File: src/rtl/read_stage_rr_scheduler_pkg.sv
// Shared widths and request payload type for the VRF read-stage scheduler.
package read_stage_pkg;

  localparam int unsigned NUM_REQ_DEF = 4;
  localparam int unsigned VS_W_DEF    = 5;
  localparam int unsigned GROUP_W_DEF = 4;
  localparam int unsigned SRC_W_DEF   = 4;
  localparam int unsigned IDX_W_DEF   = 3;

  typedef struct packed {
    logic [VS_W_DEF-1:0]    vs;
    logic                   offset;
    logic [GROUP_W_DEF-1:0] groupIndex;
    logic [SRC_W_DEF-1:0]   readSource;
    logic [IDX_W_DEF-1:0]   instructionIndex;
  } read_req_t;

endpackage

File: src/rtl/read_stage_rr_scheduler_if.sv
// Request fan-in / single read-port fan-out bundle of the read-stage scheduler.
interface read_stage_rr_scheduler_if
  import read_stage_pkg::*;
#(
  parameter int unsigned NUM_REQ = NUM_REQ_DEF,
  parameter int unsigned VS_W    = VS_W_DEF,
  parameter int unsigned GROUP_W = GROUP_W_DEF,
  parameter int unsigned SRC_W   = SRC_W_DEF,
  parameter int unsigned IDX_W   = IDX_W_DEF
);
  localparam int unsigned REQ_W = $clog2(NUM_REQ);

  logic [NUM_REQ-1:0]         io_in_valid;
  logic [NUM_REQ-1:0]         io_in_ready;
  logic [NUM_REQ*VS_W-1:0]    io_in_bits_vs;
  logic [NUM_REQ-1:0]         io_in_bits_offset;
  logic [NUM_REQ*GROUP_W-1:0] io_in_bits_groupIndex;
  logic [NUM_REQ*SRC_W-1:0]   io_in_bits_readSource;
  logic [NUM_REQ*IDX_W-1:0]   io_in_bits_instructionIndex;

  logic                       io_out_ready;
  logic                       io_out_valid;
  logic [VS_W-1:0]            io_out_bits_vs;
  logic                       io_out_bits_offset;
  logic [GROUP_W-1:0]         io_out_bits_groupIndex;
  logic [SRC_W-1:0]           io_out_bits_readSource;
  logic [IDX_W-1:0]           io_out_bits_instructionIndex;
  logic [REQ_W-1:0]           io_out_bits_requester;

  modport master (
    output io_in_valid, io_in_bits_vs, io_in_bits_offset, io_in_bits_groupIndex,
           io_in_bits_readSource, io_in_bits_instructionIndex, io_out_ready,
    input  io_in_ready, io_out_valid, io_out_bits_vs, io_out_bits_offset,
           io_out_bits_groupIndex, io_out_bits_readSource, io_out_bits_instructionIndex,
           io_out_bits_requester
  );

  modport slave (
    input  io_in_valid, io_in_bits_vs, io_in_bits_offset, io_in_bits_groupIndex,
           io_in_bits_readSource, io_in_bits_instructionIndex, io_out_ready,
    output io_in_ready, io_out_valid, io_out_bits_vs, io_out_bits_offset,
           io_out_bits_groupIndex, io_out_bits_readSource, io_out_bits_instructionIndex,
           io_out_bits_requester
  );

endinterface

File: src/rtl/read_stage_rr_scheduler_rr_pick_one.sv
// Combinational rotate-priority picker: first set valid bit at or above i_ptr, wrapping.
module rr_pick_one #(
  parameter  int unsigned NUM_REQ = 4,
  localparam int unsigned REQ_W   = $clog2(NUM_REQ)
) (
  input  logic [NUM_REQ-1:0] i_valid,
  input  logic [REQ_W-1:0]   i_ptr,
  output logic [NUM_REQ-1:0] o_grant,
  output logic [REQ_W-1:0]   o_idx,
  output logic               o_any
);

  always_comb begin
    o_any = 1'b0;
    o_idx = '0;
    // Walk offsets 0..NUM_REQ-1 from the pointer; the first hit wins.
    for (int unsigned off = 0; off < NUM_REQ; off++) begin
      for (int unsigned j = 0; j < NUM_REQ; j++) begin
        if (!o_any && i_valid[j] && (((32'(i_ptr) + off) % NUM_REQ) == j)) begin
          o_any = 1'b1;
          o_idx = REQ_W'(j);
        end
      end
    end
    o_grant = o_any ? (NUM_REQ'(1) << o_idx) : '0;
  end

endmodule

File: src/rtl/read_stage_rr_scheduler.sv
// Round-robin arbiter feeding one registered VRF read slot from NUM_REQ requesters.
// Define READ_STAGE_SCHED_PERF_EN to add saturating grant/stall counters.
module read_stage_rr_scheduler
  import read_stage_pkg::*;
#(
  parameter int unsigned NUM_REQ = NUM_REQ_DEF,
  parameter int unsigned VS_W    = VS_W_DEF,
  parameter int unsigned GROUP_W = GROUP_W_DEF,
  parameter int unsigned SRC_W   = SRC_W_DEF,
  parameter int unsigned IDX_W   = IDX_W_DEF
) (
  input logic clock,
  input logic reset,
  read_stage_rr_scheduler_if.slave bus
`ifdef READ_STAGE_SCHED_PERF_EN
  ,
  output logic [NUM_REQ*16-1:0] io_perf_grant,
  output logic [15:0]           io_perf_stall
`endif
);

  localparam int unsigned REQ_W = $clog2(NUM_REQ);

  logic                r_out_valid;
  logic [VS_W-1:0]     r_vs;
  logic                r_offset;
  logic [GROUP_W-1:0]  r_group;
  logic [SRC_W-1:0]    r_src;
  logic [IDX_W-1:0]    r_instr;
  logic [REQ_W-1:0]    r_requester;
  logic [REQ_W-1:0]    r_rr_ptr;

  logic [NUM_REQ-1:0]  w_grant;
  logic [REQ_W-1:0]    w_idx;
  logic                w_any;
  logic                w_slot_free;
  logic                w_xfer;
  logic [VS_W-1:0]     w_sel_vs;
  logic                w_sel_offset;
  logic [GROUP_W-1:0]  w_sel_group;
  logic [SRC_W-1:0]    w_sel_src;
  logic [IDX_W-1:0]    w_sel_instr;

  rr_pick_one #(
    .NUM_REQ (NUM_REQ)
  ) u_pick (
    .i_valid (bus.io_in_valid),
    .i_ptr   (r_rr_ptr),
    .o_grant (w_grant),
    .o_idx   (w_idx),
    .o_any   (w_any)
  );

  assign w_slot_free     = !r_out_valid || bus.io_out_ready;
  // Ready is masked during reset so nothing is accepted into a slot that is being cleared.
  assign w_xfer          = w_any && w_slot_free && !reset;
  assign bus.io_in_ready = w_xfer ? w_grant : '0;

  always_comb begin
    w_sel_vs     = '0;
    w_sel_offset = 1'b0;
    w_sel_group  = '0;
    w_sel_src    = '0;
    w_sel_instr  = '0;
    for (int unsigned i = 0; i < NUM_REQ; i++) begin
      if (w_grant[i]) begin
        w_sel_vs     = bus.io_in_bits_vs[i*VS_W +: VS_W];
        w_sel_offset = bus.io_in_bits_offset[i];
        w_sel_group  = bus.io_in_bits_groupIndex[i*GROUP_W +: GROUP_W];
        w_sel_src    = bus.io_in_bits_readSource[i*SRC_W +: SRC_W];
        w_sel_instr  = bus.io_in_bits_instructionIndex[i*IDX_W +: IDX_W];
      end
    end
  end

  always_ff @(posedge clock) begin
    if (reset) begin
      r_out_valid <= 1'b0;
      r_vs        <= '0;
      r_offset    <= 1'b0;
      r_group     <= '0;
      r_src       <= '0;
      r_instr     <= '0;
      r_requester <= '0;
      r_rr_ptr    <= '0;
    end else if (w_xfer) begin
      r_out_valid <= 1'b1;
      r_vs        <= w_sel_vs;
      r_offset    <= w_sel_offset;
      r_group     <= w_sel_group;
      r_src       <= w_sel_src;
      r_instr     <= w_sel_instr;
      r_requester <= w_idx;
      r_rr_ptr    <= (w_idx == REQ_W'(NUM_REQ - 1)) ? '0 : w_idx + 1'b1;
    end else if (bus.io_out_ready) begin
      r_out_valid <= 1'b0;
    end
  end

  assign bus.io_out_valid                 = r_out_valid;
  assign bus.io_out_bits_vs               = r_vs;
  assign bus.io_out_bits_offset           = r_offset;
  assign bus.io_out_bits_groupIndex       = r_group;
  assign bus.io_out_bits_readSource       = r_src;
  assign bus.io_out_bits_instructionIndex = r_instr;
  assign bus.io_out_bits_requester        = r_requester;

`ifdef READ_STAGE_SCHED_PERF_EN
  logic [15:0] r_perf_grant [NUM_REQ];
  logic [15:0] r_perf_stall;

  always_ff @(posedge clock) begin
    if (reset) begin
      for (int unsigned i = 0; i < NUM_REQ; i++) r_perf_grant[i] <= '0;
      r_perf_stall <= '0;
    end else begin
      for (int unsigned i = 0; i < NUM_REQ; i++) begin
        if (w_xfer && w_grant[i] && (r_perf_grant[i] != 16'hFFFF)) begin
          r_perf_grant[i] <= r_perf_grant[i] + 16'd1;
        end
      end
      if (r_out_valid && !bus.io_out_ready && (r_perf_stall != 16'hFFFF)) begin
        r_perf_stall <= r_perf_stall + 16'd1;
      end
    end
  end

  always_comb begin
    io_perf_grant = '0;
    for (int unsigned i = 0; i < NUM_REQ; i++) io_perf_grant[i*16 +: 16] = r_perf_grant[i];
  end
  assign io_perf_stall = r_perf_stall;
`endif

endmodule

File: src/flat_wrapper.sv
// flat-port wrapper written by rule: the top's interface ports become plain ports
module read_stage_rr_scheduler_flat import read_stage_pkg::*;
#(
  parameter int unsigned NUM_REQ = NUM_REQ_DEF,
  parameter int unsigned VS_W    = VS_W_DEF,
  parameter int unsigned GROUP_W = GROUP_W_DEF,
  parameter int unsigned SRC_W   = SRC_W_DEF,
  parameter int unsigned IDX_W   = IDX_W_DEF
)
  (clock, reset, bus_io_in_valid, bus_io_in_bits_vs, bus_io_in_bits_offset, bus_io_in_bits_groupIndex, bus_io_in_bits_readSource, bus_io_in_bits_instructionIndex, bus_io_out_ready, bus_io_in_ready, bus_io_out_valid, bus_io_out_bits_vs, bus_io_out_bits_offset, bus_io_out_bits_groupIndex, bus_io_out_bits_readSource, bus_io_out_bits_instructionIndex, bus_io_out_bits_requester);
  read_stage_rr_scheduler_if #(.NUM_REQ(NUM_REQ), .VS_W(VS_W), .GROUP_W(GROUP_W), .SRC_W(SRC_W), .IDX_W(IDX_W)) bus_i ();
  input logic clock;
  input logic reset;
  input wire logic [$bits(bus_i.io_in_valid)-1:0] bus_io_in_valid;
  input wire logic [$bits(bus_i.io_in_bits_vs)-1:0] bus_io_in_bits_vs;
  input wire logic [$bits(bus_i.io_in_bits_offset)-1:0] bus_io_in_bits_offset;
  input wire logic [$bits(bus_i.io_in_bits_groupIndex)-1:0] bus_io_in_bits_groupIndex;
  input wire logic [$bits(bus_i.io_in_bits_readSource)-1:0] bus_io_in_bits_readSource;
  input wire logic [$bits(bus_i.io_in_bits_instructionIndex)-1:0] bus_io_in_bits_instructionIndex;
  input wire logic [$bits(bus_i.io_out_ready)-1:0] bus_io_out_ready;
  output wire logic [$bits(bus_i.io_in_ready)-1:0] bus_io_in_ready;
  output wire logic [$bits(bus_i.io_out_valid)-1:0] bus_io_out_valid;
  output wire logic [$bits(bus_i.io_out_bits_vs)-1:0] bus_io_out_bits_vs;
  output wire logic [$bits(bus_i.io_out_bits_offset)-1:0] bus_io_out_bits_offset;
  output wire logic [$bits(bus_i.io_out_bits_groupIndex)-1:0] bus_io_out_bits_groupIndex;
  output wire logic [$bits(bus_i.io_out_bits_readSource)-1:0] bus_io_out_bits_readSource;
  output wire logic [$bits(bus_i.io_out_bits_instructionIndex)-1:0] bus_io_out_bits_instructionIndex;
  output wire logic [$bits(bus_i.io_out_bits_requester)-1:0] bus_io_out_bits_requester;
  assign bus_i.io_in_valid = bus_io_in_valid;
  assign bus_i.io_in_bits_vs = bus_io_in_bits_vs;
  assign bus_i.io_in_bits_offset = bus_io_in_bits_offset;
  assign bus_i.io_in_bits_groupIndex = bus_io_in_bits_groupIndex;
  assign bus_i.io_in_bits_readSource = bus_io_in_bits_readSource;
  assign bus_i.io_in_bits_instructionIndex = bus_io_in_bits_instructionIndex;
  assign bus_i.io_out_ready = bus_io_out_ready;
  assign bus_io_in_ready = bus_i.io_in_ready;
  assign bus_io_out_valid = bus_i.io_out_valid;
  assign bus_io_out_bits_vs = bus_i.io_out_bits_vs;
  assign bus_io_out_bits_offset = bus_i.io_out_bits_offset;
  assign bus_io_out_bits_groupIndex = bus_i.io_out_bits_groupIndex;
  assign bus_io_out_bits_readSource = bus_i.io_out_bits_readSource;
  assign bus_io_out_bits_instructionIndex = bus_i.io_out_bits_instructionIndex;
  assign bus_io_out_bits_requester = bus_i.io_out_bits_requester;
  read_stage_rr_scheduler #(.NUM_REQ(NUM_REQ), .VS_W(VS_W), .GROUP_W(GROUP_W), .SRC_W(SRC_W), .IDX_W(IDX_W)) u_core (.clock(clock), .reset(reset), .bus(bus_i));
endmodule
File: config.mk
export PLATFORM = sky130hd
export DESIGN_NAME = read_stage_rr_scheduler_flat
export DESIGN_NICKNAME = d
export VERILOG_FILES = /design/src/rtl/read_stage_rr_scheduler_pkg.sv /design/src/rtl/read_stage_rr_scheduler_if.sv /design/src/rtl/read_stage_rr_scheduler_rr_pick_one.sv /design/src/rtl/read_stage_rr_scheduler.sv /design/src/flat_wrapper.sv
export SDC_FILE = /design/constraint.sdc
export NUM_CORES = 1
export LEC_CHECK = 0
export ABC_AREA = 1
export ABC_CLOCK_PERIOD_IN_PS = 3600
export CORE_MARGIN = 8
export CORE_UTILIZATION = 41
export DETAILED_ROUTE_END_ITERATION = 7
export PLACE_DENSITY = 0.86
export SYNTH_ARGS = -nofsm -noshare
export SYNTH_HDL_FRONTEND = slang
export SYNTH_SLANG_ARGS = --single-unit
File: constraint.sdc
create_clock -name clock -period 3.6 [get_ports clock]
set_input_delay 0.72 -clock clock [delete_from_list [all_inputs] [get_ports clock]]
set_output_delay 0.72 -clock clock [all_outputs]
set_load 0.005 [all_outputs]
==> report_table.html <==
<table>
<tr><th>Metric</th><th>Value</th></tr>
<tr><th colspan="2">Status</th></tr>
<tr><td>Outcome</td><td>finished clean</td></tr>
<tr><th colspan="2">Floorplan</th></tr>
<tr><td>IO Pins</td><td>a little under 100</td></tr>
<tr><td>Placeable Area</td><td>4690 um^2</td></tr>
<tr><td>Height of the die</td><td>85.6 um</td></tr>
<tr><td>Area of the die</td><td>between 7000 and 8000 um^2</td></tr>
<tr><td>Number of rows in the core area</td><td>25</td></tr>
<tr><td>Chip width</td><td>85.6 um</td></tr>
<tr><td>Initial standard-cell utilization of the core</td><td>0.423</td></tr>
<tr><th colspan="2">Global routing</th></tr>
<tr><td>Global route overflow</td><td>0</td></tr>
<tr><td>Overall Global Routing Usage</td><td>0.201</td></tr>
<tr><td>Maximum number of pins on one net before global-route repair</td><td>37</td></tr>
<tr><td>Initial antenna violation count</td><td>0</td></tr>
<tr><td>Global-route wire length before repair</td><td>12,200 um</td></tr>
<tr><td>Number of global-route vias before repair</td><td>2,718</td></tr>
<tr><th colspan="2">STA</th></tr>
<tr><td>Slew of the pin with the lowest slew margin</td><td>roughly 370 ps</td></tr>
<tr><td>Highest clock frequency the design can meet</td><td>about 290 MHz</td></tr>
<tr><td>Final worst-path setup slack</td><td>101 ps</td></tr>
<tr><td>Fin Setup TNS</td><td>0 ps</td></tr>
<tr><td>Max-Slew Margin vs Limit</td><td>0.751</td></tr>
<tr><td>Hold Worst Slack</td><td>~520 ps</td></tr>
<tr><td>Shortest period the worst path allows</td><td>3500 ps</td></tr>
<tr><td>Share of the clock period used by the worst path after layout</td><td>0.972</td></tr>
<tr><td>Setup violation total in the final timing report</td><td>0</td></tr>
<tr><td>Final Hold Fails</td><td>0</td></tr>
<tr><td>Clock skew</td><td>~1.4 ps</td></tr>
<tr><td>Count of final max-slew check failures</td><td>0</td></tr>
<tr><th colspan="2">Min path</th></tr>
<tr><td>Hold crit path type</td><td>reg -&gt; reg</td></tr>
<tr><td>Hold-critical path depth</td><td>2</td></tr>
<tr><td>Worst hold path startpoint</td><td>u_core.bus.io_out_bits_vs[1]</td></tr>
<tr><td>Hold endpoint</td><td>u_core.bus.io_out_bits_vs[1]</td></tr>
<tr><th colspan="2">Detailed routing</th></tr>
<tr><td>Detailed Route WL</td><td>approximately 7600 um</td></tr>
<tr><td>DRC violation count after routing</td><td>0</td></tr>
<tr><td>Number of violations reported at the end of detailed-routing iteration 0</td><td>135</td></tr>
<tr><td>Final antenna-violating net count</td><td>0</td></tr>
<tr><td>Routed vias</td><td>2,655</td></tr>
<tr><td>Pre-antenna DRT Iters</td><td>4</td></tr>
<tr><td>Post-detailed-route via-to-cell ratio</td><td>~5.1</td></tr>
<tr><td>Average routed wire per standard cell</td><td>14.5 um</td></tr>
<tr><th colspan="2">Finish</th></tr>
<tr><td>Antenna diodes</td><td>0</td></tr>
<tr><td>Post-layout net count</td><td>547</td></tr>
<tr><td>Final-layout fill cell count</td><td>between 400 and 500</td></tr>
<tr><td>Final core utilization</td><td>0.704</td></tr>
<tr><td>Layout area overhead</td><td>66.3%</td></tr>
<tr><td>Fraction of final layout cells with drive strength greater than 1</td><td>0.151</td></tr>
<tr><th colspan="2">Critical path</th></tr>
<tr><td>Cell breakdown of the critical path</td><td>clkdlybuf4s15_1 &gt; nand3_2 &gt; nand2_2 &gt; nor2_4 &gt; nand4_4 &gt; buf_4 &gt; nor3_1 &gt; nor2_1 &gt; o21ai_1 &gt; nor2_1 &gt; nand2_1 &gt; inv_2 &gt; nand2_2 &gt; inv_2 &gt; ha_1 &gt; nand2_2 &gt; nor2_1 &gt; clkdlybuf4s15_2</td></tr>
<tr><td>Maximum fanout along the worst path</td><td>3</td></tr>
<tr><td>Worst-case reg-to-reg path depth</td><td>22</td></tr>
<tr><td>Endpoint required time on the critical path</td><td>2880 ps</td></tr>
<tr><td>R2r endpoint</td><td>u_core.bus.io_out_bits_groupIndex[3]</td></tr>
<tr><td>Data arrival time at the worst-slack endpoint</td><td>2780 ps</td></tr>
<tr><td>Endpoint kind of the worst setup timing path</td><td>output pin</td></tr>
<tr><td>Delay of the slowest cell on the worst path</td><td>230 ps</td></tr>
<tr><td>Kind of start point of the critical path</td><td>input pin</td></tr>
<tr><td>Highest-delay cell along the critical path</td><td>sky130_fd_sc_hd__nor3_1</td></tr>
<tr><td>FF-to-FF Start</td><td>u_core.r_rr_ptr[1]</td></tr>
<tr><td>Flop2flop setup slack</td><td>between 600 and 700 ps</td></tr>
<tr><td>Worst Setup Path Type</td><td>in -&gt; out</td></tr>
<tr><th colspan="2">Synth</th></tr>
<tr><td>Net Count, Synth</td><td>426</td></tr>
<tr><td>Number of warnings issued by yosys</td><td>0</td></tr>
<tr><td>Seq cells post-synth</td><td>22</td></tr>
<tr><td>Portion of the post-synthesis area used by sequential elements</td><td>0.222</td></tr>
<tr><td>Average cell area after synthesis</td><td>5.69 um^2</td></tr>
<tr><td>Cell count after synthesis</td><td>349</td></tr>
<tr><td>Cell area after synthesis</td><td>1990 um^2</td></tr>
<tr><td>Unique masters post-synth</td><td>28</td></tr>
<tr><th colspan="2">Clock network</th></tr>
<tr><td>Clock network latency to the later pin of the worst-skew pair</td><td>260 ps</td></tr>
<tr><td>Number of clock sinks seen by CTS</td><td>22</td></tr>
<tr><td>Largest buffer count on any clock path</td><td>2</td></tr>
<tr><td>H-Tree Level Count</td><td>1</td></tr>
<tr><td>Register clock-pin slew on the reported worst setup and hold paths</td><td>90 ps</td></tr>
<tr><td>Library cell used as clock root buffer</td><td>sky130_fd_sc_hd__clkbuf_8</td></tr>
<tr><td>CTS tree</td><td>done</td></tr>
<tr><td>Number of buffers inserted during clock tree synthesis</td><td>3</td></tr>
<tr><th colspan="2">Pwr</th></tr>
<tr><td>IR Drop Worst-Case VDD</td><td>0.209 mV</td></tr>
<tr><td>Total power after layout</td><td>between 1000 and 1500 uW</td></tr>
<tr><td>Power density over cell area</td><td>426 nW/um^2</td></tr>
<tr><td>Standby leakage power</td><td>0.00159 uW</td></tr>
<tr><th colspan="2">Placed design</th></tr>
<tr><td>Hpwl dp</td><td>5410 um</td></tr>
<tr><td>Post-placement worst setup slack</td><td>-318 ps</td></tr>
<tr><td>Buffers on Ports</td><td>98</td></tr>
<tr><td>Final weighted congestion in routability-driven placement</td><td>0.980</td></tr>
<tr><th colspan="2">Job</th></tr>
<tr><td>Max-cap violations</td><td>0</td></tr>
</table>
metal layers:
layer,global-route usage,routed length [um],vias to the layer above
met5,0,0,-
met4,0.0685,126,0
met3,0.0649,728,14
met2,0.357,3640,139
met1,0.217,3110,1163
li1,-,-,1339
worst max path at each step:
stage,cells past startpoint,slack (ps),end,startpoint
2_1_floorplan,16,190,bus_io_in_ready[0],bus_io_in_valid[3]
3_3_place_gp,14,-230,bus_io_in_ready[3],bus_io_in_valid[3]
3_5_place_dp,14,-320,bus_io_in_ready[3],bus_io_in_valid[3]
4_1_cts,17,60,bus_io_in_ready[0],bus_io_in_valid[1]
5_1_grt,17,-8,bus_io_in_ready[0],bus_io_in_valid[3]
6_report,18,100,bus_io_in_ready[0],bus_io_in_valid[3]
worst max-delay path: cells and delay by family:
kind | cells | cell delay [ps]
fa+ha+maj | 1 | 180
simple gates | 11 | 1110
buf+inv | 5 | 680
compound gates | 1 | 80
cell families after synthesis:
logic type	after synthesis	synth area share
simple gates	210	0.490
buf+inv	72	0.165
compound gates	43	0.111
flops	22	0.222
fa+ha+maj	2	0.0126
layout make-up:
type | instances | area (um^2) | area share
multi-input cells | 255 | 1270 | 0.384
repair buffers | 133 | 1250 | 0.377
flip-flops and latches | 22 | 440 | 0.133
inverters | 55 | 209 | 0.0632
well taps | 54 | 67.6 | 0.0204
clock buffers | 3 | 41.3 | 0.0125
clock inverters | 1 | 30.0 | 0.00909
through the flow:
stage          std cells  instance area [um^2]
5_1_grt              523                  3300
3_5_place_dp         507                  3100
6_report             523                  3300
2_1_floorplan        349                  1990
4_1_cts              523                  3280
3_3_place_gp         507                  3100
report_power, final:
group | leakage [uW] | switching [uW] | internal (uW) | total (uW)
Sequential | 0.000184 | 31.6 | 296 | 328
Clock | 0.0000357 | 86.6 | 148 | 235
Combinational | 0.00137 | 444 | 402 | 845
cells in the mapped netlist:
master,instances,share of area
sky130_fd_sc_hd__dfxtp_1,22,0.22
sky130_fd_sc_hd__buf_6,6,0.034
sky130_fd_sc_hd__buf_4,1,0.0038
sky130_fd_sc_hd__ha_1,2,0.013
sky130_fd_sc_hd__nand4_1,19,0.060
sky130_fd_sc_hd__nand4_2,4,0.025
sky130_fd_sc_hd__buf_1,1,0.0019
sky130_fd_sc_hd__inv_2,6,0.011
sky130_fd_sc_hd__buf_2,5,0.013
sky130_fd_sc_hd__nand3_2,1,0.0050
sky130_fd_sc_hd__nor3_1,2,0.0050
sky130_fd_sc_hd__nor3_4,1,0.0082
sky130_fd_sc_hd__nand2_4,1,0.0057
sky130_fd_sc_hd__nor2_1,70,0.13
sky130_fd_sc_hd__inv_1,45,0.085
sky130_fd_sc_hd__nand3_1,23,0.058
sky130_fd_sc_hd__nand2_2,4,0.013
sky130_fd_sc_hd__nor2_2,3,0.0094
sky130_fd_sc_hd__nand3_4,2,0.018
sky130_fd_sc_hd__o21ai_1,2,0.0050
sky130_fd_sc_hd__clkbuf_1,4,0.0076
sky130_fd_sc_hd__o21bai_1,1,0.0038
sky130_fd_sc_hd__inv_4,1,0.0032
sky130_fd_sc_hd__o21ai_0,1,0.0025
sky130_fd_sc_hd__clkinv_1,3,0.0057
sky130_fd_sc_hd__a21oi_1,38,0.096
sky130_fd_sc_hd__a211oi_1,1,0.0038
sky130_fd_sc_hd__nand2_1,80,0.15
timing repair:
action                     4_1_cts  5_1_grt
hold buffers                     0        0
pin swaps                       10        7
hold endpoints to repair         0        0
setup buffers                   12        0
setup endpoints to repair        4        4
resized for setup               13       13
cell usage in the layout (no fill, tap or decap), drive strengths merged, types with 4 or more instances in the layout:
master,synthesis,routed
a21oi,38,38
buf,13,35
clkbuf,4,5
clkdlybuf4s50,0,90
dfxtp,22,22
dlygate4sd2,0,4
inv,52,52
nand2,85,85
nand3,26,26
nand4,23,23
nor2,73,73
sequential cells by signal, indices dropped and copies added, names as in the netlist:
register                                 count
u_core.bus.io_out_bits_vs                    5
u_core.bus.io_out_bits_groupIndex            4
u_core.bus.io_out_bits_readSource            4
u_core.bus.io_out_bits_instructionIndex      3
u_core.bus.io_out_bits_requester             2
u_core.r_rr_ptr                              2
u_core.bus.io_out_bits_offset                1
u_core.bus.io_out_valid                      1
Note: power is estimated with default switching activity, not from simulation.
